--- src/rtl/fetch_ctrl.sv ---
// Instruction fetch controller: one-deep IF/ID slot with a skid entry,
// redirect/exception steering and discard of in-flight stale reads.
module fetch_ctrl #(
  parameter logic [31:0] RESET_PC = 32'h0000_0000,
  parameter logic [31:0] EXC_VEC  = 32'h0000_4180
) (
  input  logic        clk,
  input  logic        rst,
  input  logic        stall,
  input  logic        redirect,
  input  logic [31:0] redirect_pc,
  input  logic        exc,
  output logic        imem_req,
  output logic [31:0] imem_addr,
  input  logic        imem_ack,
  input  logic [31:0] imem_rdata,
  output logic        if_valid,
  output logic [31:0] if_pc,
  output logic [31:0] if_instr,
  output logic [31:0] pc
);

  localparam logic [1:0] IDLE    = 2'd0;
  localparam logic [1:0] FETCH   = 2'd1;
  localparam logic [1:0] HOLD    = 2'd2;
  localparam logic [1:0] DISCARD = 2'd3;

  logic [1:0]  state;
  logic [1:0]  state_n;
  logic [31:0] addr;
  logic [31:0] addr_n;
  logic [31:0] pc_n;
  logic        req_n;
  logic        valid_n;
  logic [31:0] if_pc_n;
  logic [31:0] instr_n;
  logic        skid_valid;
  logic        skid_valid_n;
  logic [31:0] skid_pc;
  logic [31:0] skid_pc_n;
  logic [31:0] skid_instr;
  logic [31:0] skid_instr_n;

  logic        flush;
  logic        consumed;
  logic        free;
  logic [31:0] tgt;
  logic [31:0] pc4;

  assign flush    = redirect | exc;
  assign tgt      = exc ? EXC_VEC : redirect_pc;
  assign consumed = if_valid & ~stall;
  assign free     = ~if_valid | consumed;
  assign pc4      = pc + 32'd4;

  // addr holds the outstanding request, which can differ from pc
  // once a redirect has been taken during DISCARD.
  assign imem_addr = addr;

  always_comb begin
    state_n      = state;
    pc_n         = pc;
    req_n        = imem_req;
    addr_n       = addr;
    valid_n      = if_valid;
    if_pc_n      = if_pc;
    instr_n      = if_instr;
    skid_valid_n = skid_valid;
    skid_pc_n    = skid_pc;
    skid_instr_n = skid_instr;
    unique case (1'b1)
      (state == IDLE): begin
        state_n = FETCH;
        req_n   = 1'b1;
        addr_n  = pc;
      end
      (state == FETCH): begin
        if (flush) begin
          pc_n         = tgt;
          valid_n      = 1'b0;
          skid_valid_n = 1'b0;
          if (imem_req && !imem_ack) begin
            state_n = DISCARD;
          end else begin
            req_n  = 1'b1;
            addr_n = tgt;
          end
        end else if (imem_req && imem_ack) begin
          pc_n = pc4;
          if (free) begin
            instr_n = imem_rdata;
            if_pc_n = pc;
            valid_n = 1'b1;
            req_n   = 1'b1;
            addr_n  = pc4;
          end else begin
            skid_instr_n = imem_rdata;
            skid_pc_n    = pc;
            skid_valid_n = 1'b1;
            req_n        = 1'b0;
            state_n      = HOLD;
          end
        end else begin
          if (consumed) begin
            valid_n = 1'b0;
          end
          if (!imem_req && free) begin
            req_n  = 1'b1;
            addr_n = pc;
          end
        end
      end
      (state == HOLD): begin
        if (flush) begin
          pc_n         = tgt;
          valid_n      = 1'b0;
          skid_valid_n = 1'b0;
          state_n      = FETCH;
          req_n        = 1'b1;
          addr_n       = tgt;
        end else if (!stall) begin
          instr_n      = skid_instr;
          if_pc_n      = skid_pc;
          valid_n      = skid_valid;
          skid_valid_n = 1'b0;
          state_n      = FETCH;
          req_n        = 1'b1;
          addr_n       = pc;
        end
      end
      (state == DISCARD): begin
        if (flush) begin
          pc_n         = tgt;
          valid_n      = 1'b0;
          skid_valid_n = 1'b0;
        end
        // stale data is dropped; restart at the newest target
        if (imem_ack) begin
          state_n = FETCH;
          req_n   = 1'b1;
          addr_n  = flush ? tgt : pc;
        end
      end
    endcase
  end

  always_ff @(posedge clk or posedge rst) begin
    if (rst) begin
      state      <= IDLE;
      pc         <= RESET_PC;
      imem_req   <= 1'b0;
      addr       <= RESET_PC;
      if_valid   <= 1'b0;
      if_pc      <= 32'd0;
      if_instr   <= 32'd0;
      skid_valid <= 1'b0;
      skid_pc    <= 32'd0;
      skid_instr <= 32'd0;
    end else begin
      state      <= state_n;
      pc         <= pc_n;
      imem_req   <= req_n;
      addr       <= addr_n;
      if_valid   <= valid_n;
      if_pc      <= if_pc_n;
      if_instr   <= instr_n;
      skid_valid <= skid_valid_n;
      skid_pc    <= skid_pc_n;
      skid_instr <= skid_instr_n;
    end
  end

endmodule
--- config.mk ---
export PLATFORM = sky130hd
export DESIGN_NAME = fetch_ctrl
export DESIGN_NICKNAME = d
export VERILOG_FILES = /design/src/rtl/fetch_ctrl.sv
export SDC_FILE = /design/constraint.sdc
export NUM_CORES = 1
export LEC_CHECK = 0
export ABC_AREA = 1
export BUFFER_PORTS_ARGS = -buffer_cell sky130_fd_sc_hd__buf_4
export CAP_MARGIN = 20
export CORE_ASPECT_RATIO = 0.8
export CORE_MARGIN = 4
export CORE_UTILIZATION = 55
export CTS_CLUSTER_DIAMETER = 60
export DETAILED_ROUTE_END_ITERATION = 6
export GPL_TIMING_DRIVEN = 0
export MAX_ROUTING_LAYER = met4
export PLACE_DENSITY = 0.79
export SKIP_CTS_REPAIR_TIMING = 1
export SYNTH_ARGS = -nofsm -noshare
export SYNTH_HDL_FRONTEND = slang
export SYNTH_SLANG_ARGS = --single-unit
--- constraint.sdc ---
create_clock -name clk -period 9.2 [get_ports clk]
set_input_delay 1.84 -clock clk [delete_from_list [all_inputs] [get_ports clk]]
set_output_delay 1.84 -clock clk [all_outputs]
set_load 0.02 [all_outputs]
### After elaboration in Yosys (flattened, before gate mapping)

Cells that the tools add are included.

* bits in registers: 197
* bits in latches: 0
* bits in writable memories: 0
* bits in read-only memories: 0
* input port bits: 70
* output and inout port bits: 130
* logic and storage cells: 111
* memories: 0

* add/subtract/negate cells: 1
* multipliers: 0
* div/mod/pow operators: 0
* order comparisons: 0
* equality and inequality tests: 18
* shifts and indexed selects: 0
* muxes and demuxes: 57
* bitwise gates (word level): 7
* reductions and logical operators: 18

Operator list (count)
* 2-to-1 mux 32 bit: 22
* case mux 32 bit (2 select lines): 3
* case mux 32 bit (4 select lines): 1
* adder 32 x 3 -> 32 bit (second input constant): 1
* 2-to-1 mux 1 bit: 20
* AND reduction 5 bit: 4
* 2-to-1 mux 2 bit: 7
* != test 2 bit (second input constant): 6
* != test 3 bit (second input constant): 3
* case mux 2 bit (4 select lines): 1
* AND reduction 4 bit: 2
* != test 3 x 2 -> 1 bit (second input constant): 2
* case mux 1 bit (3 select lines): 2
* AND reduction 6 bit: 1
* equality test 2 bit (second input constant): 2
* != test 4 x 2 -> 1 bit (second input constant): 1
* != test 4 x 3 -> 1 bit (second input constant): 1
* != test 4 bit (second input constant): 1
* inverter 1 bit: 4
* case mux 1 bit (4 select lines): 1
* nonzero test 2 bit: 2
* logical AND 1 bit: 3
* nonzero test 3 bit: 1
* equality test 2 x 1 -> 1 bit (second input constant): 1
* 7 further kinds: 9

### Depth between registers and ports, before layout

* depth in word-level cells: 8
* mapped depth: 14
* gate-level depth less buffers: 14

### Worst setup path before layout

No wires, ideal clock.

* path type: input-to-reg
* start point: in redirect
* end point: reg addr[31], in the netlist imem_addr[31]
* setup time: 0.117 ns
* arrival time: 2.920 ns
* required time: 9.083 ns
* path slack: 6.163 ns
* stages: 11
* cells stage by stage: nor2_2 nand2_1 nor2_1 inv_2 a21oi_2 nor3_2 nand2_4 buf_4 a21oi_1 nand2_1 nand2_1

* cells in the longest elaborated chain, start to end: 4
* elaborated cells between the ends (all ways): 11
* classes of those cells: eq/ne: 4; mux: 5; bitwise: 1; reduce/logical: 1

Ends and longest elaborated chain
* start, declared: RTL line 10 `input logic redirect,`
* OR 1 bit *: RTL line 50 `assign flush = redirect | exc;`
* 2-to-1 mux 32 bit
* 2-to-1 mux 32 bit: RTL line 138 `if (imem_ack) begin`
* case mux 32 bit (4 select lines): RTL line 71 `unique case (1'b1)`
* end signal, assigned: RTL line 163 `addr <= addr_n;`
* end, declared: RTL line 30 `logic [31:0] addr;`

Every way passes the cells marked *; elsewhere a longest branch is shown, timed or not. The select of a mux whose other input is x is not followed.
A chain may end at the register's enable or synchronous reset.

### Final worst setup path

* start point: in imem_ack
* end point: reg addr[17], in the netlist imem_addr[17]

* cells in the longest elaborated chain, start to end: 4
* elaborated cells between the ends (all ways): 11
* classes of those cells: eq/ne: 4; mux: 3; reduce/logical: 4

Ends and longest elaborated chain
* start, declared: RTL line 15 `input logic imem_ack,`
* logical AND 1 bit / logical NOT 1 bit (equally long branches): RTL line 88, 82
* 2-to-1 mux 32 bit / logical AND 1 bit (equally long branches): RTL line 88, 82
* 2-to-1 mux 32 bit / != test 3 bit (equally long branches)
* case mux 32 bit (4 select lines) / AND reduction 5 bit (equally long branches)

Several ways; a longest one is shown, not always the timed one.

==> flow_summary.json <==
{
  "cts_tree": "done",
  "htree_levels": 4,
  "grt_max_degree": 112,
  "r2r_slack_ns": 6.64,
  "max_freq_ghz": 0.281,
  "grt_pass1_vias": 10800,
  "cp_max_fo": 10,
  "hpwl_mm": 27.7,
  "routed_wl_mm": 37.7,
  "nets": 1749,
  "drt_first_iter_violations": 1550,
  "hold_violations": 0,
  "area_growth_pct": 23.1,
  "worst_ep_arrival_time_ns": 3.95,
  "cap_violations": 0,
  "hold_path_depth": 2,
  "peakVddDrop_mv": 0.194,
  "path_clk_slew_ns": 0.09,
  "worstHoldStart": "imem_addr[12]$_DFFE_PP0P_",
  "syn_nets": 1530,
  "synth.area.top_cells": "dfrtp_1 (46%), nand2_1 (13%), a21oi_1 (8.5%)",
  "min_period_ns": 3.55,
  "timing.final.ws_setup_ns": 5.65,
  "io_pins": 200,
  "p_leak_nw": 6.65,
  "dieHeight_microns": 133,
  "power_density_nw_per_um2": 321,
  "portBuffers": 199,
  "fin_crit_sh_pct": 38.6,
  "ys_ff_latch": 197,
  "row_count": 45,
  "fin_hold_ws_ns": 0.488,
  "layout-drive-gt1-share_pct": 18.1,
  "grt_antenna_before_repair": 1,
  "wl_per_cell_microns": 19.4,
  "setup_viol": 0,
  "root_buffer": "clkbuf_16",
  "yosysTopAreaCellShare_pct": 46.2,
  "yosysUniqueCellTypes": 39,
  "slew_violations": 0,
  "reg2reg_from": "state[0]$_DFFE_PP0P_",
  "synthesis.area_sq_um": 10700,
  "cts_sinks": 197,
  "worstSkewPairLatency_ns": 0.45,
  "grtUsageTotal_pct": 35.6,
  "avgSynthCellArea_sq_um": 7.34,
  "finalPower_mw": 4.21,
  "floorplan.initialDensity_pct": 56.1,
  "r2r-end": "imem_addr[29]$_DFFE_PP0P_",
  "status": "complete, no violations",
  "hold_path_class": "register to register",
  "ant_nets": 0,
  "startpoint_type": "input port",
  "yosysTopAreaCell": "dfrtp_1",
  "required_ns": 9.59,
  "cts-buffers-inserted": 17,
  "slew-limit-headroom_pct": 34.6,
  "vias": 11300,
  "post-place-ws_ns": 5.30,
  "yosysSeqAreaShare_pct": 46.2,
  "chipWidth_microns": 164,
  "num_antenna_cells": 0,
  "die_area_sq_um": 21700,
  "syn_inst": 1455,
  "critPathKind": "input port to register",
  "rsz0062_at_grt": "no",
  "first_pass_iters": 6,
  "grt_first_pass_wirelength_mm": 59.1,
  "hold_end": "imem_addr[12]$_DFFE_PP0P_",
  "skew_ns": 0.0209,
  "worstMarginPinSlew_ns": 0.980,
  "core_sq_um": 19000,
  "gp_congestion": 1.04,
  "avgViaCountPerCell": 5.83,
  "rr_worst_depth": 8,
  "cp-end-kind": "register",
  "drc": 0,
  "grt.overflow.total": 0,
  "cts_max_path_buffers": 2,
  "ys.warnings.count": 0
}
-- stage by stage --
stage	TNS, ns	cell area [sq um]	util (%)	std cells
finish	0	13100	69.0	1945
global route	0	13100	69.0	1945
CTS	0	13100	69.0	1945
detailed placement	0	12500	65.8	1913
global placement	-57.56	12500	65.6	1912
floorplan	0	10700	-	1455
-- flip-flops by register name, indices dropped and copies added, names as in the netlist --
register and count:
imem_req 1, skid_valid 1, if_valid 1, if_pc 32, imem_addr 32, state 2, skid_instr 32, pc 32
if_instr 32, skid_pc 32
-- worst max-delay path: stages --
cell and delay (ns):
buf_4 0.12, nand2_1 0.35, nor2_1 0.10, inv_1 0.10, nor2_2 0.07, nor4_2 0.70
buf_2 0.40, o211ai_1 0.17, nand2_1 0.09
-- power breakdown --
group	leakage (nW)	switching (mW)	internal, mW
combinational	3.90	1.26	0.709
sequential	2.46	0.258	1.21
clock	0.294	0.399	0.377
total	6.65	1.91	2.30
-- layer usage --
layer  vias to the layer above  share of wire, %  global-route usage, %
met5                         -                 0                      -
met4                         0               2.8                   10.5
met3                        92                10                   6.60
met2                       655                44                   50.8
met1                      5407                43                   52.1
li1                       5181                 -                      -
-- worst max-delay path by stage --
stage	startpoint	end	slack (ns)
floorplan	rst	if_instr[0]$_DFFE_PP0P_	1.99
global placement	rst	imem_addr[19]$_DFFE_PP0P_	-0.32
detailed placement	imem_ack	imem_addr[17]$_DFFE_PP0P_	5.30
CTS	imem_ack	imem_addr[17]$_DFFE_PP0P_	5.75
global route	imem_ack	imem_addr[17]$_DFFE_PP0P_	5.54
finish	imem_ack	imem_addr[17]$_DFFE_PP0P_	5.65
-- final cells by class --
| class | instances | area (sq um) |
|---|---|---|
| buffer | 96 | 447 |
| sequential | 197 | 4930 |
| clock inverter | 14 | 176 |
| inverter | 121 | 462 |
| clock buffer | 18 | 439 |
| multi-input combinational | 1041 | 4840 |
| timing repair buffer | 200 | 1520 |
| tap | 258 | 323 |
| fill | 1640 | 5890 |
-- cells by family after synthesis --
kind of cell             after synthesis  synth area share (%)
AO/OA/AOI/OAI                        364                  18.9
XOR/XNOR                              15                  1.23
adder cells (fa/ha/maj)                5                 0.586
buffers and inverters                217                  8.44
flip-flops                           197                  46.2
AND/OR/NAND/NOR                      657                  24.7
-- synthesized netlist by cell type, drive strengths merged --
cell	n
dfrtp	197
o211ai	28
a21oi	182
o311ai	2
ha	5
xor2	14
o22ai	3
a2bb2oi	3
inv	119
buf	57
nand4	2
a41oi	7
xnor2	1
clkinv	2
nand3	64
nor2	204
o21ai	110
a22oi	13
o21a	1
nand2	361
clkbuf	39
or2	2
nor4	1
a211oi	9
and2	1
nand3b	1
a31oi	6
nor3	21
-- layout by cell type (no fill, tap or decap), types with 41 or more instances in the layout --
cell,count
a21oi_1,181
buf_2,41
buf_4,208
dfrtp_1,197
inv_1,110
nand2_1,360
nand3_1,64
nor2_1,196
o21ai_0,52
o21ai_1,57
No activity file was read; power rests on OpenSTA's default activity.
